File: src/rtl/commit_checker_pkg.sv
// Shared definitions for the commit-trace checker: record layout, error bits, FSM encoding.
package proc_trace_pkg;

    localparam int REC_W = 16 * 4 + 3 + 4;

    localparam int ERR_PC    = 0;
    localparam int ERR_FLAGS = 1;
    localparam int ERR_REG   = 2;
    localparam int ERR_MEM   = 3;
    localparam int ERR_UNDER = 4;

    typedef struct packed {
        logic [15:0] pc;
        logic [15:0] wdata;
        logic [15:0] addr;
        logic [15:0] mdata;
        logic [2:0]  wreg;
        logic        regwrite;
        logic        memread;
        logic        memwrite;
        logic        halt;
    } commit_rec_t;

    typedef enum logic [1:0] {
        RUN  = 2'd0,
        DONE = 2'd1,
        FAIL = 2'd2
    } state_t;

    // Data fields only count when the expected record says the instruction uses them.
    function automatic logic [4:0] rec_diff(input commit_rec_t e, input commit_rec_t r);
        logic [4:0] d;
        d            = '0;
        d[ERR_PC]    = (e.pc != r.pc);
        d[ERR_FLAGS] = ({e.regwrite, e.memread, e.memwrite, e.halt} !=
                        {r.regwrite, r.memread, r.memwrite, r.halt});
        d[ERR_REG]   = e.regwrite && ((e.wreg != r.wreg) || (e.wdata != r.wdata));
        d[ERR_MEM]   = ((e.memread || e.memwrite) && (e.addr != r.addr)) ||
                       (e.memwrite && (e.mdata != r.mdata));
        return d;
    endfunction

endpackage

File: src/rtl/commit_checker_trace_fifo.sv
// Circular FIFO of expected commit records; head is presented combinationally.
module trace_fifo
    import proc_trace_pkg::*;
#(
    parameter int DEPTH = 4
) (
    input  logic                     clk,
    input  logic                     rst,
    input  logic                     push,
    input  logic                     pop,
    input  commit_rec_t              din,
    output commit_rec_t              dout,
    output logic                     full,
    output logic                     empty,
    output logic [$clog2(DEPTH):0]   occupancy
);

    localparam int PW = $clog2(DEPTH);
    localparam logic [PW:0] FULL_CNT = (PW + 1)'(DEPTH);

    logic [PW-1:0] wr_ptr_q, wr_ptr_d;
    logic [PW-1:0] rd_ptr_q, rd_ptr_d;
    logic [PW:0]   count_q, count_d;
    commit_rec_t   mem_q [DEPTH];
    logic          do_push;
    logic          do_pop;

    assign full      = (count_q == FULL_CNT);
    assign empty     = (count_q == '0);
    assign occupancy = count_q;
    assign dout      = mem_q[rd_ptr_q];
    assign do_push   = push && !full;
    assign do_pop    = pop && !empty;

    always_comb begin
        wr_ptr_d = wr_ptr_q;
        rd_ptr_d = rd_ptr_q;
        count_d  = count_q;
        if (do_push) wr_ptr_d = wr_ptr_q + 1'b1;
        if (do_pop)  rd_ptr_d = rd_ptr_q + 1'b1;
        case ({do_push, do_pop})
            2'b10:   count_d = count_q + 1'b1;
            2'b01:   count_d = count_q - 1'b1;
            default: count_d = count_q;
        endcase
    end

    always_ff @(posedge clk) begin
        if (!rst) begin
            wr_ptr_q <= '0;
            rd_ptr_q <= '0;
            count_q  <= '0;
        end else begin
            wr_ptr_q <= wr_ptr_d;
            rd_ptr_q <= rd_ptr_d;
            count_q  <= count_d;
        end
    end

    always_ff @(posedge clk) begin
        if (rst && do_push) mem_q[wr_ptr_q] <= din;
    end

endmodule

File: config.mk
export PLATFORM = sky130hd
export DESIGN_NAME = trace_fifo
export DESIGN_NICKNAME = d
export VERILOG_FILES = /design/src/rtl/commit_checker_pkg.sv /design/src/rtl/commit_checker_trace_fifo.sv
export SDC_FILE = /design/constraint.sdc
export NUM_CORES = 1
export LEC_CHECK = 0
export ABC_AREA = 0
export BUFFER_PORTS_ARGS = -buffer_cell sky130_fd_sc_hd__buf_2
export CELL_PAD_IN_SITES_DETAIL_PLACEMENT = 1
export CELL_PAD_IN_SITES_GLOBAL_PLACEMENT = 2
export CORE_MARGIN = 3
export CORE_UTILIZATION = 35
export DETAILED_ROUTE_END_ITERATION = 12
export PLACE_DENSITY_LB_ADDON = 0.15
export REMOVE_ABC_BUFFERS = 1
export SYNTH_ARGS = -nofsm -noshare
export SYNTH_HDL_FRONTEND = slang
export SYNTH_SLANG_ARGS = --single-unit
export TNS_END_PERCENT = 10
File: constraint.sdc
create_clock -name clk -period 3 [get_ports clk]
set_clock_uncertainty 0.2 [all_clocks]
set_input_delay 0.45 -clock clk [delete_from_list [all_inputs] [get_ports clk]]
set_output_delay 0.45 -clock clk [all_outputs]
set_load 0.1 [all_outputs]
Word level (Yosys, flattened, before mapping) --
Memory sizes are Yosys's and may differ from the RTL's. A register that Yosys moved wholly into a read port is not among the register bits. Index checks and enable logic that the tools add are counted.
Word-level totals: logic and storage cells 23, memories 1, memory bits (writable) 284, register bits after elaboration 7
Memories:
- mem_q | depth 4, bits a word 71, read ports 1, clocked after memory_dff 1, write ports 1, RTL line commit_checker_trace_fifo.sv:24 | commit_rec_t mem_q [DEPTH];
Operators by class: $add $sub $neg 4, multiplexer cells 5, equality and inequality tests 3, reductions and logical operators 7
Operator list (count):
- $pmux W3 S2 | 1
- $add A2 B1 Y2 const B | 2
- $mux W2 | 2
- $add A3 B1 Y3 const B | 1
- $eq A3 B3 Y1 const B | 1
- $logic_and A1 B1 Y1 | 3
- $logic_not A3 Y1 | 1
- $sub A3 B1 Y3 const B | 1
- $eq A2 B1 Y1 const B | 1
- $eq A2 B2 Y1 const B | 1
- $logic_not A1 Y1 | 2
- $mux W1 | 2
- $reduce_bool A2 Y1 | 1

Longest topological paths before layout --
Gate-level depths: netlist (run 1).
depth in word-level cells 6, gate-level depth with buffers 10, mapped depth without buffers 9

Worst setup path before layout (run 1) --
Ideal clock, no wire load.
path type reg2reg, from register count_q[2] (netlist: occupancy[2]), to memory mem_q[1][0] in the netlist's numbering (enable), slack -1377 ps, cell stages (with the launch flop) 5, required time 2223 ps, data arrival time 3599 ps, cell sequence dfxtp_1 -> nor3b_2 -> nor2b_1 -> clkbuf_2 -> and3_1
Between the ends: longest elaborated chain between the ends 6
Ends and longest elaborated chain:
- start, declared | RTL line commit_checker_trace_fifo.sv:23 | logic [PW:0] count_q, count_d;
- start signal, assigned | RTL line commit_checker_trace_fifo.sv:56 | count_q <= count_d;
- $eq A3 B3 Y1 | RTL line commit_checker_trace_fifo.sv:28 | assign full = (count_q == FULL_CNT);
- via full | RTL line commit_checker_trace_fifo.sv:13 | output logic full,
- $logic_not A1 Y1 | RTL line commit_checker_trace_fifo.sv:32 | assign do_push = push && !full;
- $logic_and A1 B1 Y1 | RTL line commit_checker_trace_fifo.sv:32
- $logic_and A1 B1 Y1 | RTL line commit_checker_trace_fifo.sv:61 | if (rst && do_push) mem_q[wr_ptr_q] <= din;
- $mux W1 | RTL line commit_checker_trace_fifo.sv:61
- $mux W1 (not written as such) | RTL line commit_checker_trace_fifo.sv:61
- end, declared | RTL line commit_checker_trace_fifo.sv:24
The timed path passes the listed nets, and every way through them passes these cells.

==> impl_results.md, run 1 <==
* Max Freq at 0.362 GHz
* Cell variety after synth at 26
* Worst VDD drop at 0.656 mV
* Mean post-synth cell area at 25.4 um2
* Setup crit start kind: flip-flop
* DP Worst Slack at 0.477 ns
* DRC viols at 0
* RSZ-0062 raised after global routing: no
* Buffers & Inverters on Critical Path at 3
* Placed Cells at 961
* Yosys top cell area share at 78.9%
* Post-synthesis sequential area ratio at 80.5%
* Clk slew on worst S/H paths at 0.06 ns
* Setup Crit Path Kind: flip-flop to output port
* Status: finished clean
* Max Cap Viol at 0
* Vias per inst at 4.76
* Reg area at 8720 um2
* Reg-to-Reg Start: occupancy[2]
* Worst setup EP type: output port
* Req. time, crit path at 2.35 ns
* Worst path cell trace: buf_4 -> buf_12 -> mux4_2 -> buf_2
* Critical path depth in cells at 4
* Pleak at 4.68 nW
* Tcrit/Tclk final at 92.1%
* Final slew viol count at 0
* Port bufs at 150
* Post-route ant nets at 0
* Final setup vio count at 0
* Antenna cell count at 0
* Clock Sinks at 293
* Worst Path Max Fanout at 18
* Initial antenna violation count at 0
* Cell depth of the worst flop-to-flop path at 9
* Cell area after synthesis at 10800 um2
* Share of layout cells above drive strength 1 at 41.0%
* Total congestion overflow at 0
* Row cnt at 63
* Die area at 33000 um2
* Fin crit period at 2.76 ns
* WL final at 22500 um
* Layout fillers at 2751
* Fin. Hold Viols at 0
* Worst Tran Pin Value at 0.664 ns
* Rel. slew slack at 55.6%
* Root Buffer: clkbuf_16
* H-tree Lvls at 1
* DRT iter0 DRCs at 273
* Total Nets Final at 762
* Synth top area cells: edfxtp_1 79%, mux4_2 15%, dfxtp_1 1.7%
* TritonRoute pass-1 iters at 4
* Die H at 182 um
* Crit path max-delay family: buffers and inverters
* Final cell count without fillers at 1095
* Cts bufs inserted at 31
* Max stage delay on crit path at 0.54 ns
* DP HPWL at 13100 um
* Hold Crit Class: primary input to flip-flop
* Slowest CP cell: mux4_2
* Data arrival, critical path at 2.11 ns
* Area growth, synth to finish at 28.5%
* Core box area at 30000 um2
* Power per cell area at 966 nW/um2
* First-pass GRT wire length at 34800 um
* Pin count of the biggest net entering global routing at 72
* R2r setup slk at 0.52 ns
* GRT Util Overall at 13.6%
* CTS tree: done
* Reg2reg end: occupancy[2]
* Vias at 5213
* I/O Pins at 151
* Footprint of the multi-input gates at 1910 um2
* Die width at 182 um
* #FFs+latches synth at 293
* Wirelength per Cell at 20.5 um
* Crit path capture: dout[24]
* Clock Latency Late Sink at 0.55 ns
* Post-Synthesis Cells at 425
* Longest Clk Path Bufs at 3
* Vias in the first global route at 5878
* Area leader, netlist: edfxtp_1
* Routability Congestion at 0.695
* Setup ws final at 0.238 ns
* Resize count post-CTS at 0
* Ys Warns at 0
* Starting Density at 36.0%
==> final cells by class <==
cell class              count  share of cell area (%)
flip-flops and latches    293                    62.7
multi-input cells         108                    13.7
repair buffers            241                    12.6
clock buffers              45                    6.18
well taps                 390                    3.51
clock inverters            12                    1.13
inverters                   6                   0.162
==> layout by cell type, fill, tap and decap left out, drive strengths merged <==
cell and count:
inv 7, fa 1, xor2 1, clkbuf 45, and2 2, a21boi 2, dlygate4sd3 71, bufinv 4
buf 170, mux4 71, dfxtp 9, clkinv 7, ha 5, xnor2 1, o21ai 5, edfxtp 284
mux2i 2, and3 4, nand2 7, nor3b 1, nor2b 2, nand4bb 1, or3 2, nor3 1
==> synthesized netlist by cell type <==
| cell | count |
|---|---|
| nand4bb_1 | 1 |
| a21boi_0 | 2 |
| nand2_1 | 7 |
| or3_1 | 2 |
| buf_12 | 7 |
| nor2b_1 | 2 |
| mux4_2 | 70 |
| inv_1 | 6 |
| and2_1 | 2 |
| mux2i_1 | 2 |
| nor3b_2 | 1 |
| xor2_1 | 1 |
| buf_2 | 7 |
| fa_1 | 1 |
| and3_1 | 4 |
| buf_6 | 1 |
| ha_1 | 5 |
| xnor2_1 | 1 |
| buf_1 | 1 |
| mux4_1 | 1 |
| o21ai_0 | 5 |
| dfxtp_1 | 9 |
| clkbuf_2 | 1 |
| edfxtp_1 | 284 |
| clkbuf_1 | 1 |
| nor3_2 | 1 |
==> kinds of logic (layout without fill, tap and decap cells) <==
| family | after synthesis | count (layout) | synth area share (%) |
|---|---|---|---|
| xor+xnor | 2 | 2 | 0.162 |
| compound gates | 7 | 7 | 0.370 |
| fa+ha+maj | 6 | 6 | 0.764 |
| buf+inv | 24 | 304 | 2.05 |
| simple gates | 20 | 20 | 1.13 |
| flops | 293 | 293 | 80.5 |
| mux | 73 | 73 | 15.0 |
==> metal layers <==
layer / part of all wire (%) / wire length (um) / global-route usage, % / up-vias
met1: 42 / 9410 / 17.4 / 2733
met2: 51 / 11400 / 23.6 / 129
li1: - / - / - / 2318
met3: 5.4 / 1210 / 3.06 / 33
met4: 2.1 / 472 / 3.17 / 0
met5: 0 / 0 / 0 / -
==> through the flow <==
stage	cell area [um2]	total power [mW]	TNS (ns)	hold slack (ns)	utilization, %
after floorplan	10600	8.79	-548.95	0.261	-
after global placement	12100	9.62	0	0.273	40.3
after detailed placement	12100	9.66	0	0.287	40.3
after CTS	13900	13.6	0	0.0271	46.3
after global routing	13900	14.0	0	0.0634	46.3
final	13900	13.4	0	0.0583	46.3
==> repair_timing <==
action | CTS | global route
endpoints found under the hold margin | 284 | 0
setup buffers | 6 | 0
hold buffers | 71 | 0
endpoints found under the setup margin | 30 | 0
==> tightest hold or removal path, cell delays in order <==
cell and delay (ns):
buf_2 0.12, nand4bb_1 0.11, o21ai_0 0.08
==> state kept, by name, summed over array words and instances (netlist names), named ones only <==
name and count:
wr_ptr_q 2, mem_q 284, rd_ptr_q 2, occupancy 3
==> power by group <==
group / total [mW] / internal (mW) / switching [mW]
clock: 3.77 / 2.31 / 1.46
combinational: 4.80 / 1.15 / 3.65
sequential: 4.85 / 4.75 / 0.0989
==> how the worst min path moves through the flow <==
stage / from / end / slack [ns] / depth (start not counted)
after floorplan: rd_ptr_q[0] / flip-flop / 0.26 / 2
after global placement: rd_ptr_q[0] / rd_ptr_q[0] / 0.27 / 2
after detailed placement: rd_ptr_q[0] / flip-flop / 0.29 / 2
after CTS: pop / flip-flop / 0.03 / 3
after global routing: pop / flip-flop / 0.06 / 3
final: pop / flip-flop / 0.06 / 3
Note: power is estimated with default switching activity, not from simulation.
==> inputs of run 2 (changes only) <==
- REMOVE_ABC_BUFFERS: 1 -> default
==> impl_results.md, run 2 (synthesis results as in run 1) <==
* Starting Density at 36.0%
* Final Util at 46.3%
* Design Power at 13.5 mW
* RSZ-0062 raised after global routing: no
* Hold_ws at 0.0712 ns
* Vias per inst at 4.75
* GRT Util Overall at 13.2%
* DP HPWL at 13200 um
* TritonRoute pass-1 iters at 4
* Setup ws final at 0.189 ns
* Sum Neg Setup Slack at 0 ns
* Clock Sinks at 293
* Max Freq at 0.356 GHz
* Fin. Hold Viols at 0
* Total congestion overflow at 0
* Power per cell area at 969 nW/um2
* Worst setup EP type: output port
* Cts bufs inserted at 31
* Worst Tran Pin Value at 0.694 ns
* Largest reg by FF count: mem_q
* Tcrit/Tclk final at 93.7%
* DRC viols at 0
* Cell Area, Placed at 12100 um2
* Total Nets Final at 756
* Wirelength per Cell at 20.2 um
* Core box area at 30000 um2
* Max Cap Viol at 0
* DRT iter0 DRCs at 330
* Syn Nets at 506
* Fin crit period at 2.81 ns
* Final setup vio count at 0
* Worst VDD drop at 0.689 mV
* Routed met2 length at 11500 um
* Pleak at 4.68 nW
* Routed wl met3 at 1050 um
* Die area at 33000 um2
* Share of layout cells above drive strength 1 at 42.1%
* Vias at 5169
* Setup crit start kind: flip-flop
* Setup Crit Path Kind: flip-flop to output port
* Clk slew on worst S/H paths at 0.06 ns
* Highest routed layer: met4
* Worst Path Max Fanout at 63
* Clock Latency Late Sink at 0.53 ns
* Commonest non-fill, non-tap cells in the layout: 284 x edfxtp_1, 150 x buf_2, 71 x dlygate4sd3_1, 70 x mux4_2, 31 x clkbuf_16
* DP Worst Slack at 0.429 ns
* Resize count post-CTS at 0
* Antenna cell count at 0
* Root Buffer: clkbuf_16
* Pin count of the biggest net entering global routing at 64
* Req. time, crit path at 2.35 ns
* Hold Crit Class: primary input to flip-flop
* Row cnt at 63
* Final instance area at 13900 um2
* Rel. slew slack at 53.7%
* Status: finished clean
* Final slew viol count at 0
* Post-route ant nets at 0
* WL final at 22000 um
* First-pass GRT wire length at 33900 um
* Die width at 182 um
* Longest Clk Path Bufs at 3
* Max FFs per register at 284
* Die H at 182 um
* Final cell count without fillers at 1088
* Initial antenna violation count at 0
* I/O Pins at 151
* Port bufs at 150
* H-tree Lvls at 1
* Data arrival, critical path at 2.16 ns
* Routability Congestion at 0.689
* Wl on met1 at 8980 um
* Vias in the first global route at 5771
* Placed Cells at 959
* CTS tree: done
* Area growth, synth to finish at 28.7%
* Commonest non-fill, non-tap cell in the layout: edfxtp_1
-- run 2: changes by cell type in the layout (fill, tap and decap cells not counted), sizes merged --
cell / previous run / this run
buf: 170 / 164
bufinv: 4 / 5
clkbuf: 45 / 41
clkinv: 7 / 9
clkinvlp: 0 / 1
inv: 7 / 6
-- run 2: what timing repair did --
action,4_1_cts,5_1_grt
hold endpoints to repair,284,0
buffers inserted,2,0
hold buffers,71,0
setup endpoints to repair,3,0
-- run 2: layout make-up --
type / count / area, um2
Sequential cell: 293 / 8720
Fill cell: 2767 / 16100
Clock inverter: 15 / 208
Multi-Input combinational cell: 108 / 1920
Tap cell: 390 / 488
Timing Repair Buffer: 235 / 1680
Inverter: 6 / 22.5
Clock buffer: 41 / 873
-- run 2: worst paths after layout --
path / slack [ns] / from / depth (start not counted) / end
max: 0.19 / flip-flop / 3 / dout[46]
max reg2reg: 0.58 / occupancy[2] / 4 / mem_q[2][62]
min reg2reg: 0.30 / rd_ptr_q[0] / 2 / rd_ptr_q[0]
min: 0.07 / pop / 3 / rd_ptr_q[0]
-- run 2: routing by layer --
metal	up-vias	track usage, %
met5	-	0
met4	0	3.14
met3	28	2.56
met2	130	23.6
met1	2699	16.7
li1	2312	-
-- run 2: worst max-delay path: stages (launching register included) --
cell     delay, ns
dfxtp_4       0.44
buf_12        0.38
mux4_2        0.32
buf_2         0.43
-- run 2: power by group --
part / internal (mW) / switching (mW) / total, mW
clock network: 2.46 / 1.45 / 3.91
registers: 4.75 / 0.114 / 4.87
logic: 1.09 / 3.61 / 4.70
total: 8.30 / 5.18 / 13.5
==> inputs of run 3 (changes only) <==
- clock period: 3 -> 2.6 ns (I/O delays scaled with it)
==> impl_results.md, run 3 (synthesis results as in run 1) <==
* Starting Density at 36.0%
* Post-route ant nets at 0
* Worst path cell trace: buf_6 -> buf_12 -> buf_16 -> mux4_2 -> buf_12
* Max FFs per register at 284
* Placed Cells at 966
* Final cell count without fillers at 1099
* Sum Neg Setup Slack at -0.0290 ns
* Worst Tran Pin Value at 0.487 ns
* Layout fillers at 2711
* DP HPWL at 13700 um
* Total Nets Final at 772
* Area growth, synth to finish at 34.0%
* Reg2reg end: occupancy[2]
* Total congestion overflow at 0
* GRT Util Overall at 13.8%
* Die width at 182 um
* DRT iter0 DRCs at 263
* Largest reg by FF count: mem_q
* Pin count of the biggest net entering global routing at 44
* Data arrival, critical path at 2.03 ns
* Row cnt at 63
* Commonest non-fill, non-tap cells in the layout: 284 x edfxtp_1, 79 x buf_2, 72 x dlygate4sd3_1, 71 x mux4_2, 52 x buf_6
* Cell depth of the worst flop-to-flop path at 10
* Longest Clk Path Bufs at 3
* Slowest CP cell: mux4_2
* First-pass GRT wire length at 35200 um
* Worst setup EP type: output port
* RSZ-0062 raised after global routing: yes
* Die H at 182 um
* Crit-path most repeated cell: buf_12
* Reg-to-Reg Start: occupancy[0]
* R2r setup slk at 0.28 ns
* Clock Latency Late Sink at 0.54 ns
* Syn Nets at 506
* DP Worst Slack at 0.305 ns
* Fin. Hold Viols at 0
* Clock Sinks at 293
* Setup Crit Path Kind: flip-flop to output port
* Vias in the first global route at 5947
* Tcrit/Tclk final at 101%
* Core box area at 30000 um2
* Worst Hold Depth at 2
* Setup ws final at -0.0164 ns
* Status: finished, violations left
* Max Cap Viol at 0
* Final setup vio count at 3
* Failing checks: setup timing
* I/O Pins at 151
* WL final at 22800 um
* H-tree Lvls at 1
* Initial antenna violation count at 0
* Worst VDD drop at 0.862 mV
* Crit path max-delay family: buffers and inverters
* Max stage delay on crit path at 0.54 ns
* Buffers & Inverters on Critical Path at 4
* Hold_ws at 0.0360 ns
* Share of layout cells above drive strength 1 at 42.3%
* TritonRoute pass-1 iters at 4
* Port bufs at 150
* Vias per inst at 4.74
* Hold Crit Class: primary input to flip-flop
* Routability Congestion at 0.692
* Final slew viol count at 0
* Clk slew on worst S/H paths at 0.06 ns
* Max Freq at 0.382 GHz
* Hold EP: occupancy[2]
* Hold path startpoint: rst
* Rel. slew slack at 67.7%
* Setup crit start kind: flip-flop
* Die area at 33000 um2
* Wirelength per Cell at 20.8 um
* CTS tree: done
* Worst Path Max Fanout at 6
* Power per cell area at 1100 nW/um2
* Fin crit period at 2.62 ns
* Cts bufs inserted at 31
* Antenna cell count at 0
* Root Buffer: clkbuf_16
* Pleak at 4.88 nW
* DRC viols at 0
* Commonest non-fill, non-tap cell in the layout: edfxtp_1
* Req. time, crit path at 2.01 ns
* Vias at 5212
-- run 3: cell count changes in the layout (fill, tap and decap cells not counted), moves of 4 or more --
| cell | previous run | this run |
|---|---|---|
| buf_4 | 5 | 17 |
| buf_2 | 150 | 79 |
| buf_6 | 0 | 52 |
| buf_8 | 0 | 6 |
| clkinv_1 | 5 | 9 |
| clkbuf_8 | 6 | 0 |
| buf_12 | 9 | 23 |
-- run 3: worst max-delay path by stage --
| stage | slack (ns) | startpoint | cells after the start | to |
|---|---|---|---|---|
| 6_report | -0.02 | flip-flop | 5 | dout[5] |
| 4_1_cts | -0.08 | flip-flop | 5 | dout[13] |
| 3_3_place_gp | 0.33 | flip-flop | 3 | dout[28] |
| 2_1_floorplan | -0.56 | occupancy[2] | 10 | occupancy[2] |
| 3_5_place_dp | 0.31 | occupancy[0] | 10 | occupancy[2] |
| 5_1_grt | -0.08 | flip-flop | 5 | dout[5] |
-- run 3: final cells by class --
class / instances / area [um2] / share of cell area [%]
timing repair buffer: 251 / 2430 / 16.8
multi-input combinational: 108 / 1920 / 13.2
inverter: 6 / 22.5 / 0.155
clock inverter: 15 / 114 / 0.785
clock buffer: 36 / 795 / 5.48
sequential: 293 / 8720 / 60.2
tap: 390 / 488 / 3.37
-- run 3: where the power goes --
| group | total [mW] | switching (mW) | internal (mW) | leakage [nW] |
|---|---|---|---|---|
| Combinational | 6.39 | 4.37 | 2.02 | 1.78 |
| Clock | 3.99 | 1.65 | 2.34 | 0.446 |
| Sequential | 5.60 | 0.115 | 5.48 | 2.66 |
| Total | 16.0 | 6.13 | 9.84 | 4.88 |
-- run 3: routing by layer --
layer	part of all wire (%)	up-vias	track usage (%)
met1	42	2738	17.8
li1	-	2333	-
met5	0	-	0
met4	2.0	0	3.02
met2	52	112	24.3
met3	3.9	29	2.74
-- run 3: metrics by stage --
stage	util, %	area [um2]	power [mW]
after floorplan	-	10800	10.4
after global placement	40.7	12200	11.1
after detailed placement	40.7	12200	11.2
after CTS	48.1	14400	16.1
after global routing	48.3	14500	16.6
final	48.3	14500	16.0
-- run 3: repair_timing --
item | 4_1_cts | 5_1_grt
hold buffers | 72 | 0
resized for setup | 139 | 21
setup buffers | 7 | 1
endpoints found under the setup margin | 71 | 55
hold endpoints to repair | 285 | 0
gates cloned | 3 | 0
